[config.mk]
export PLATFORM = sky130hd
export DESIGN_NAME = dii_packet_mux
export DESIGN_NICKNAME = d
export VERILOG_FILES = /design/src/rtl/dii_mux_pkg.sv /design/src/rtl/dii_reg_stage.sv /design/src/rtl/dii_packet_mux.sv
export SDC_FILE = /design/constraint.sdc
export NUM_CORES = 1
export LEC_CHECK = 0
export CAP_MARGIN = 5
export CORE_MARGIN = 4
export CORE_UTILIZATION = 40
export CTS_BUF_LIST = sky130_fd_sc_hd__clkbuf_16
export CTS_CLUSTER_DIAMETER = 30
export DETAILED_ROUTE_END_ITERATION = 10
export PLACE_DENSITY = 0.87
export SETUP_SLACK_MARGIN = 0.1
export SYNTH_ARGS = -nofsm -noshare
export SYNTH_HDL_FRONTEND = slang
export SYNTH_HIERARCHICAL = 1
export SYNTH_SLANG_ARGS = --single-unit
[constraint.sdc]
create_clock -name clk -period 2.4 [get_ports clk]
set_input_delay 0.36 -clock clk [delete_from_list [all_inputs] [get_ports clk]]
set_output_delay 0.36 -clock clk [all_outputs]
set_load 0.01 [all_outputs]
[src/rtl/dii_mux_pkg.sv]
// Shared types and grant encodings for the two-input packet-granular DII multiplexer.
package dii_mux_pkg;

  typedef enum logic [1:0] {
    IDLE = 2'd0,
    GNT0 = 2'd1,
    GNT1 = 2'd2
  } dii_mux_state_t;

  localparam logic [1:0] GRANT_NONE = 2'b00;
  localparam logic [1:0] GRANT_IN0  = 2'b01;
  localparam logic [1:0] GRANT_IN1  = 2'b10;

endpackage

[src/rtl/dii_reg_stage.sv]
// One-entry registered DII slice: accepts whenever empty or draining, so a load
// and a drain in the same cycle sustain one flit per cycle.
module dii_reg_stage #(
  parameter int WIDTH = 16
) (
  input  logic             clk,
  input  logic             rst_n,
  input  logic             in_valid,
  input  logic [WIDTH-1:0] in_data,
  input  logic             in_last,
  output logic             in_ready,
  output logic             out_valid,
  output logic [WIDTH-1:0] out_data,
  output logic             out_last,
  input  logic             out_ready
);

  logic             valid_reg;
  logic [WIDTH-1:0] data_reg;
  logic             last_reg;
  logic             load;

  assign in_ready = !valid_reg | out_ready;
  assign load     = in_valid & in_ready;

  always_ff @(posedge clk or negedge rst_n) begin
    if (!rst_n) begin
      valid_reg <= 1'b0;
      data_reg  <= '0;
      last_reg  <= 1'b0;
    end else if (load) begin
      valid_reg <= 1'b1;
      data_reg  <= in_data;
      last_reg  <= in_last;
    end else if (out_ready) begin
      valid_reg <= 1'b0;
    end
  end

  assign out_valid = valid_reg;
  assign out_data  = data_reg;
  assign out_last  = last_reg;

endmodule

[src/rtl/dii_packet_mux.sv]
// Two-input DII multiplexer that arbitrates only at packet boundaries and drives a
// registered output. Define OSD_DII_MUX_RR_EN for round-robin, else in0 has fixed priority.
module dii_packet_mux
  import dii_mux_pkg::*;
#(
  parameter int WIDTH = 16
) (
  input  logic             clk,
  input  logic             rst_n,
  input  logic             in0_valid,
  input  logic [WIDTH-1:0] in0_data,
  input  logic             in0_last,
  output logic             in0_ready,
  input  logic             in1_valid,
  input  logic [WIDTH-1:0] in1_data,
  input  logic             in1_last,
  output logic             in1_ready,
  output logic             out_valid,
  output logic [WIDTH-1:0] out_data,
  output logic             out_last,
  input  logic             out_ready,
  output logic [1:0]       grant
);

  dii_mux_state_t   state_reg;
  logic [1:0]       sel;
  logic [1:0]       in_valid_vec;
  logic [1:0]       in_ready_vec;
  logic             slot_free;
  logic             sel_valid;
  logic             sel_last;
  logic [WIDTH-1:0] sel_data;
  logic             accept;
`ifdef OSD_DII_MUX_RR_EN
  logic             last_grant_reg;
`endif

  assign in_valid_vec = {in1_valid, in0_valid};

  // IDLE arbitration is combinational so the winner is accepted without a bubble.
  always_comb begin
    sel = GRANT_NONE;
    case (state_reg)
      GNT0: sel = GRANT_IN0;
      GNT1: sel = GRANT_IN1;
      default: begin
        if (in0_valid && in1_valid) begin
`ifdef OSD_DII_MUX_RR_EN
          sel = last_grant_reg ? GRANT_IN0 : GRANT_IN1;
`else
          sel = GRANT_IN0;
`endif
        end else if (in0_valid) begin
          sel = GRANT_IN0;
        end else if (in1_valid) begin
          sel = GRANT_IN1;
        end
      end
    endcase
    if (!rst_n) sel = GRANT_NONE;
  end

  assign sel_valid = |(sel & in_valid_vec);
  assign sel_data  = sel[1] ? in1_data : in0_data;
  assign sel_last  = sel[1] ? in1_last : in0_last;
  assign accept    = sel_valid & slot_free;

  genvar gi;
  generate
    for (gi = 0; gi < 2; gi++) begin : g_ready
      assign in_ready_vec[gi] = sel[gi] & slot_free;
    end
  endgenerate

  assign in0_ready = in_ready_vec[0];
  assign in1_ready = in_ready_vec[1];
  assign grant     = sel;

  always_ff @(posedge clk or negedge rst_n) begin
    if (!rst_n) begin
      state_reg <= IDLE;
    end else if (accept) begin
      case (state_reg)
        IDLE:    if (!sel_last) state_reg <= sel[1] ? GNT1 : GNT0;
        default: if (sel_last) state_reg <= IDLE;
      endcase
    end
  end

`ifdef OSD_DII_MUX_RR_EN
  always_ff @(posedge clk or negedge rst_n) begin
    if (!rst_n) begin
      last_grant_reg <= 1'b1;
    end else if (accept && state_reg == IDLE) begin
      last_grant_reg <= sel[1];
    end
  end
`endif

  dii_reg_stage #(
    .WIDTH(WIDTH)
  ) u_out_stage (
    .clk      (clk),
    .rst_n    (rst_n),
    .in_valid (sel_valid),
    .in_data  (sel_data),
    .in_last  (sel_last),
    .in_ready (slot_free),
    .out_valid(out_valid),
    .out_data (out_data),
    .out_last (out_last),
    .out_ready(out_ready)
  );

endmodule

==> Word level (Yosys, flattened, before mapping) <==
Index checks and enable logic that the tools add are counted.
{ "op_classes": {"n_eq_ne": 3, "n_mux": 13, "bitwise_logic": 5, "n_reduce_logical": 7} }
{ "op_table": {"columns": ["op", "count"], "rows": [
  ["16-bit 2-to-1 mux", 1],
  ["2-bit 2-to-1 mux", 8],
  ["2-bit one-hot mux with 2 select lines", 1],
  ["2-bit nonzero test", 2],
  ["1-bit AND", 3],
  ["1-bit 2-to-1 mux", 3],
  ["3-bit AND reduction", 1],
  ["2-bit AND", 1],
  ["2-bit by 1-bit == test with 1-bit output, second input constant", 1],
  ["2-bit == test, second input constant", 1],
  ["2-bit logical NOT", 1],
  ["2-bit inequality test, second input constant", 1],
  ["2-bit OR reduction", 1],
  ["1-bit logical AND", 1],
  ["1-bit logical NOT", 1],
  ["1-bit bitwise OR", 1]
]} }
{ "word_totals": {"regBits": 20, "inputBits": 39, "out_inout_bits": 22, "wordCells": 32} }

==> Longest topological paths before layout <==
Gate-level depths: netlist of run 1.
{ "logic_depth": {"word_depth": 9, "depth_mapped": 9} }

==> Modules after synthesis <==
Netlist of run 1, hierarchy kept.
{ "by_module_without_submodules": {"columns": ["module", "n_inst", "cells_per_inst", "area_per_inst_um2", "seq_area_each_um2"], "rows": [
  ["dii_reg_stage", 1, 39, 732.0, 450.4],
  ["dii_packet_mux", 1, 89, 511.7, 50.0]
]} }

==> Worst setup path before layout of run 1 <==
OpenSTA, ideal clock, no wires.
{ "synth_path": {"path_kind": "register to register", "from": "register state_reg[0]", "to": "register u_out_stage.data_reg[10], in the netlist u_out_stage/out_data[10]", "setup_ps": 125, "t_arrival_ps": 1884, "path_slack_ps": 391, "path_stages_with_launch": 8, "n_path_buf": 1, "cell_sequence": "dfrtp_1 -> inv_1 -> ha_1 -> o21bai_1 -> a21boi_0 -> nand2_4 -> buf_12 -> mux2_4"} }
{ "synth_between": {"elab_chain_len": 6, "word_cells_on_any_way": 8, "cone_classes": "eq/ne: 2; mux: 3; bitwise: 2; reduce/logical: 1"} }
{ "synth_lines": {"columns": ["element", "line", "rtl"], "rows": [
  ["from (decl)", "dii_packet_mux.sv:25", "dii_mux_state_t state_reg;"],
  ["from (signal assigned)", "dii_packet_mux.sv:84", "IDLE: if (!sel_last) state_reg <= sel[1] ? GNT1 : GNT0;"],
  ["2-bit == test / 2-bit by 1-bit == test with 1-bit output (equally long branches)", "dii_packet_mux.sv:43", "case (state_reg)"],
  ["2-bit one-hot mux with 2 select lines *", "dii_packet_mux.sv:43", null],
  ["2-bit 2-to-1 mux *", "dii_packet_mux.sv:60", "if (!rst_n) sel = GRANT_NONE;"],
  ["2-bit AND *", "dii_packet_mux.sv:63", "assign sel_valid = |(sel & in_valid_vec);"],
  ["2-bit OR reduction *", "dii_packet_mux.sv:63", null],
  ["named net sel_valid", "dii_packet_mux.sv:30", "logic sel_valid;"],
  ["1-bit AND *", "dii_reg_stage.sv:24", "assign load = in_valid & in_ready;"],
  ["to (signal assigned)", "dii_reg_stage.sv:33", "data_reg <= in_data;"],
  ["to (decl)", "dii_reg_stage.sv:19", "logic [WIDTH-1:0] data_reg;"]
]} }
Mark *: on every way through the listed nets, which the timed path passes. The rest lies on a longest branch.
A chain may end at the register's enable or synchronous reset.

==> Final worst setup path of run 1 <==
{ "layout_path": {"from": "register state_reg[1]", "to": "output in0_ready"} }
{ "layout_between": {"elab_chain_len": 4, "word_cells_on_any_way": 5, "cone_classes": "eq/ne: 2; mux: 2; bitwise: 1"} }
{ "layout_lines": {"columns": ["element", "line", "rtl"], "rows": [
  ["2-bit == test / 2-bit by 1-bit == test with 1-bit output (equally long branches)", "dii_packet_mux.sv:43", null],
  ["2-bit one-hot mux with 2 select lines *", "dii_packet_mux.sv:43", null],
  ["2-bit 2-to-1 mux *", "dii_packet_mux.sv:60", null],
  ["1-bit AND *", "dii_packet_mux.sv:71", "assign in_ready_vec[gi] = sel[gi] & slot_free;"],
  ["to (decl)", "dii_packet_mux.sv:13", "output logic in0_ready,"]
]} }
Mark *: on every way between the ends. The rest lies on a longest branch, timed or not.

==> flow_summary_export.csv, run 1 <==
group,metric,value,unit
power,power_switching,0.0006277,W
drt,wirelength,3.611,mm
sta,hold_viol_final,0,
worst_setup_path,ff2ff_setup_slack,0.21,ns
sta,finalSetupViolCount,0,
synth,synthCells,128,
global_route,first_global_vias,1212,
drt,drt-pass1-iter-count,4,
drt,drc,0,
place,placed_area,1898,um2
hold_path,hp-start,"u_out_stage/out_data[14]",
clock_network,cts_buffers,3,
hold_path,hold-path-endpoint,"u_out_stage/out_data[14]",
sta,drv_slew,0,
cells_and_area,utilization,70.31,%
worst_setup_path,path_max_fanout,3,
drt,ant_nets,0,
power,seqPwrFrac,29.9,%
worst_setup_path,worst-r2r-cell-count,7,
power,peakVddDrop,0.4824,mV
synth,yosysUniqueCellTypes,33,
global_route,grt_max_degree,23,
sta,rsz0062_at_grt,"no",
global_route,use_met3,5.254,%
power,switching_share,31.10,%
drt,vias_per_cell,5.176,
hold_path,min_path_cells,1,
clock_network,clkTransAtPathRegs,0.05,ns
sta,period_share,92.72,%
worst_setup_path,reg2reg_from,"state_reg[0]",
synth,synth.avg_cell_area,9.716,um2
cells_and_area,largest_register_ffs,16,
power,powerDensity,1006,nW/um2
synth,synth-edff-count,0,
die,core.rowCount,19,
power,p_total,0.002018,W
clock_network,cts_root_buf,"clkbuf_16",
drt,drt-wirelength-per-cell,15.91,um
status,status,"finished clean",
synth,synthesis.area,1244,um2
global_route,grt_util_met1,21.74,%
sta,skew,0.001298,ns
global_route,gr-total-overflow,0,
hold_path,hold_class,"reg -> reg",
cells_and_area,finalNetCount,240,
worst_setup_path,crit_arrival,1.87,ns
sta,tightest_slew,0.4105,ns
worst_setup_path,startpoint_type,"flop",
synth,syn_nets,170,
die,fp.dieW,63.76,um
power,combPwrFrac,53.9,%
die,dieArea,4065,um2
power,p_int,0.001391,W
place,place_congestion,0.8091,
cells_and_area,num_antenna_cells,0,
synth,ys_seq_area_share,40.24,%
die,ios,61,
place,numPortBuffers,60,
power,leakage,0.9824,nW
worst_setup_path,crit_path_end_kind,"primary output",
drt,vias,1175,
synth,yosysTopAreaCell,"dfrtp_1",
worst_setup_path,rr_endpoint,"u_out_stage/out_data[6]",
synth,ys_warn_count,6,
cells_and_area,syn2layout_area_growth,61.27,%
global_route,grt_first_pass_wirelength,5.858,mm
clock_network,cts_tree,"done",
die,start_util,43.60,%
sta,finalCriticalPeriod,2.225,ns
drt,drt-initial-drc-count,26,
die,core_region_area,2853,um2
synth,synthArstFlopShare,100.0,%
job,drv_cap,0,
clock_network,clock_sinks,20,
synth,synthFlopType,"dfrtp_1",
global_route,gr-usage-all-layers,18.32,%
global_route,antenna_found_initial,0,
clock_network,cts_buffer_depth,2,
die,die_h,63.76,um
worst_setup_path,cp.required,2.04,ns
cells_and_area,drive_gt1_share,20.41,%
sta,fmax,449.4,MHz
sta,max-slew-margin-rel,72.39,%
worst_setup_path,worst-setup-path-type,"reg -> out",
clock_network,clk_latency,0.25,ns
power,p_clk_share,16.2,%
synth,ys_ff_latch,20,
global_route,met2_usage,32.86,%
sta,hold-worst-slack,0.5014,ns
clock_network,hold_buffers,0,
clock_network,htreeDepth,1,
synth,synth_most_common_cell,"nand2_1",
global_route,grt-busiest-layer,"met2",
place,hpwl,2.668,mm
cells_and_area,final_cell_area,2006,um2
synth,synth_top_area_share,40.24,%
synth,synthTopCellsByCount,"nand2_1 (52), dfrtp_1 (20), mux2_4 (10)",
synth,synthTopCellsByArea,"dfrtp_1 (40%), nand2_1 (16%), mux2_4 (12%)",
## placed cells by master (no fill, tap or decap), types with 2 or more instances in the layout
cell type / Yosys / layout
clkdlybuf4s50_1: 0 / 56
nand2_1: 52 / 52
dfrtp_1: 20 / 20
buf_4: 2 / 10
mux2_4: 10 / 10
mux2_2: 8 / 8
inv_1: 4 / 3
clkbuf_16: 0 / 3
dlygate4sd2_1: 0 / 3
nor2b_1: 2 / 2
and2_1: 2 / 2
nor2_1: 2 / 2
ha_1: 3 / 2
## per-layer routing
| metal | routed length [um] | vias to the layer above |
|---|---|---|
| met5 | 0 | - |
| met2 | 1781 | 44 |
| met4 | 25 | 0 |
| li1 | - | 563 |
| met1 | 1566 | 565 |
| met3 | 237 | 3 |
## power groups by stage
stage | Combinational (W) | Clock, W | Sequential (W)
floorplan | 0.000471 | 0 | 0.000664
detailed placement | 0.00105 | 0 | 0.000607
global route | 0.00116 | 0.000348 | 0.000622
finish | 0.00109 | 0.000328 | 0.000604
global placement | 0.00101 | 0 | 0.000606
CTS | 0.00106 | 0.000332 | 0.000602
## critical path: stages, from the launching register on
cell and delay [ns]:
dfrtp_1 0.37, inv_1 0.09, ha_4 0.28, buf_4 0.12
mux2i_1 0.21, nor2b_1 0.09, and2_1 0.16, dlygate4sd2_1 0.28
## cell families after synthesis
kind of cell | after synthesis | synth area share (%)
simple gates | 66 | 23.64
flops | 20 | 40.24
mux | 19 | 20.12
compound gates | 11 | 7.647
buf+inv | 9 | 5.331
fa+ha+maj | 3 | 3.018
## area by class of cell
| type | count | area [um2] |
|---|---|---|
| fill | 221 | 847.1 |
| multi-input combinational | 99 | 701.9 |
| timing repair buffer | 70 | 674.4 |
| sequential | 20 | 500.5 |
| clock buffer | 3 | 75.07 |
| tap | 31 | 38.79 |
| inverter | 4 | 15.01 |
## how the worst max path moves through the flow
stage,startpoint,endpoint,slack (ns)
2_1_floorplan,state_reg[0],u_out_stage/out_data[10],0.39
3_3_place_gp,rst_n,in1_ready,0.04
3_5_place_dp,rst_n,u_out_stage/out_data[2],-0.07
4_1_cts,state_reg[1],in1_ready,-0.12
5_1_grt,state_reg[1],in0_ready,0.09
6_report,state_reg[1],in0_ready,0.17
## timing repair
| action | CTS | global route |
|---|---|---|
| gates cloned | 0 | 0 |
| setup endpoints to repair | 4 | 13 |
| setup buffers | 1 | 1 |
| pin swaps | 0 | 1 |
| gates resized for setup | 4 | 3 |
## stage by stage
step / cells / setup TNS (ns) / setup slack [ns]
after detailed placement: 222 / -1.026 / -0.07026
after global placement: 222 / 0 / 0.03562
after global routing: 227 / 0 / 0.08926
after CTS: 226 / -0.1153 / -0.1153
final: 227 / 0 / 0.1747
after floorplan: 128 / 0 / 0.3908
(Power assumes the default switching activity.)
==> run 2, diff against run 1 <==
- CORE_ASPECT_RATIO: default -> 0.5
- PLACE_DENSITY: 0.87 -> 0.77
==> run 2 against run 1 <==
Net effect: wire length down 11%; highest routed layer unchanged; hold slack lost 0.046 ns; first-iteration DRC count is 50% lower; register-to-register slack better by 0.06 ns; clock-buffer cell count stayed put.
==> flow_summary_export.csv, run 2 (same netlist as run 1, synthesis figures left out) <==
group,metric,value,unit
status,status,"finished clean",
cells_and_area,num_antenna_cells,0,
clock_network,cts_buffers,3,
worst_setup_path,cp.required,2.04,ns
power,peakVddDrop,0.5721,mV
sta,tightest_slew,0.4559,ns
die,ios,61,
worst_setup_path,slowest_stage,"dfrtp_1",
cells_and_area,utilization,72.33,%
worst_setup_path,worst-setup-path-type,"reg -> out",
worst_setup_path,path_cells,"inv_1 > ha_4 > nor4bb_4 > a31oi_2 > inv_1 > and2_1 > dlygate4sd2_1",
worst_setup_path,cp_slowest_stage_delay,0.38,ns
worst_setup_path,cp-startpoint,"state_reg[0]",
sta,rsz0062_at_grt,"no",
worst_setup_path,path_max_fanout,4,
die,dieArea,4120,um2
sta,drv_slew,0,
job,drv_cap,0,
die,core_region_area,2781,um2
power,p_total,0.001987,W
hold_path,hold_class,"in -> async",
worst_setup_path,path_common_cell,"inv_1",
clock_network,cts_root_buf,"clkbuf_16",
drt,wl_met1,1.305,mm
place,numPortBuffers,60,
drt,drt-wirelength-per-cell,13.84,um
global_route,antenna_found_initial,0,
clock_network,clock_sinks,20,
power,powerDensity,987.7,nW/um2
drt,wirelength,3.211,mm
worst_setup_path,crit_path_end_kind,"primary output",
cells_and_area,syn2layout_area_growth,61.77,%
clock_network,cts_buffer_depth,2,
worst_setup_path,crit_arrival,1.89,ns
sta,setup_ws,0.1480,ns
die,core.rowCount,13,
global_route,grt_first_pass_wirelength,4.843,mm
drt,drt-pass1-iter-count,4,
sta,period_share,93.83,%
drt,drt-initial-drc-count,13,
worst_setup_path,crit_buf_inv,3,
cells_and_area,mostFrequentLayoutCell,"clkdlybuf4s50_1",
worst_setup_path,startpoint_type,"flop",
drt,wl_met3,82,um
drt,highest_layer,"met4",
cells_and_area,layout_common_cells,"clkdlybuf4s50_1 (57), nand2_1 (52), dfrtp_1 (20), mux2_4 (10), buf_4 (9)",
clock_network,htreeDepth,1,
sta,final.setup.tns,0,ns
drt,met2_length,1.772,mm
worst_setup_path,path_delay_family,"buffers and inverters",
clock_network,clkTransAtPathRegs,0.05,ns
die,die_h,47.43,um
global_route,grt_max_degree,20,
drt,vias_per_cell,4.767,
sta,max-slew-margin-rel,69.33,%
place,place_congestion,0.8178,
cells_and_area,largest_register_ffs,16,
clock_network,clk_latency,0.25,ns
drt,vias,1106,
clock_network,cts_tree,"done",
power,leakage,0.9785,nW
worst_setup_path,reg2reg_from,"state_reg[0]",
die,start_util,44.71,%
sta,finalCriticalPeriod,2.252,ns
sta,fmax,444.1,MHz
place,hpwl,2.461,mm
cells_and_area,final_cell_area,2012,um2
global_route,gr-usage-all-layers,15.75,%
global_route,first_global_vias,1085,
drt,ant_nets,0,
place,placed_area,1899,um2
sta,hold_viol_final,0,
die,fp.dieW,86.86,um
sta,finalSetupViolCount,0,
global_route,gr-total-overflow,0,
cells_and_area,drive_gt1_share,20.00,%
place,pre_cts_slack,0.04111,ns
sta,skew,0.001371,ns
cells_and_area,finalNetCount,239,
drt,drc,0,
clock_network,hold_buffers,0,
-- run 2: cell types whose count changed in the layout (fill, tap and decap cells not counted) --
cell and delta:
buf_4 -1, clkdlybuf4s50_1 +1, dlymetal6s2s_1 -1, nor4bb_2 -1, nor4bb_4 +1
-- run 2: report_power, final --
part           leakage [nW]  switching [W]  internal [W]  total (W)
combinational         0.705       0.000400      0.000664    0.00106
sequential            0.236      0.0000887      0.000501   0.000590
clock                0.0370       0.000114      0.000219   0.000334
-- run 2: layout make-up --
cell class	count	area, um2
Clock buffer	3	75.07
Fill cell	198	769.5
Inverter	4	15.01
Multi-Input combinational cell	99	710.7
Sequential cell	20	500.5
Tap cell	37	46.29
Timing Repair Buffer	69	664.4
-- run 2: through the flow --
step           cells  hold slack [ns]
2_1_floorplan    128          0.06441
3_3_place_gp     228           0.4859
3_5_place_dp     228           0.4936
4_1_cts          232           0.4255
5_1_grt          232           0.4801
6_report         232           0.4555
-- run 2: worst paths after layout --
check	end	slack, ns	cells after the start
hold reg to reg	u_out_stage/out_data[0]	0.50	1
setup reg to reg	u_out_stage/out_data[2]	0.27	7
min in group clk	u_out_stage/out_data[0]	0.50	1
setup / recovery	in1_ready	0.15	7
hold / removal	state_reg[1]	0.46	2
max in group asynchronous	u_out_stage/out_data[7]	1.53	3
-- run 2: worst register-to-register path: cells and delay by family, from the launching register on --
family | cells | cell delay (ns)
AOI/OAI and AO/OA | 2 | 0.49
DFF | 1 | 0.38
muxes | 1 | 0.38
and+or+nand+nor | 1 | 0.29
buffers and inverters | 2 | 0.28
adders and majority gates | 1 | 0.19
-- run 2: repair_timing --
item                       CTS  global route
gates resized for setup      3             5
pin swaps                    1             1
buffers inserted             1             0
hold endpoints to repair     0             0
setup endpoints to repair    3             3
-- run 2: layer usage --
layer / global-route usage (%) / vias to the layer above
met3: 3.093 / 4
met2: 31.07 / 12
li1: - / 561
met5: 0 / -
met1: 17.09 / 529
met4: 7.453 / 0
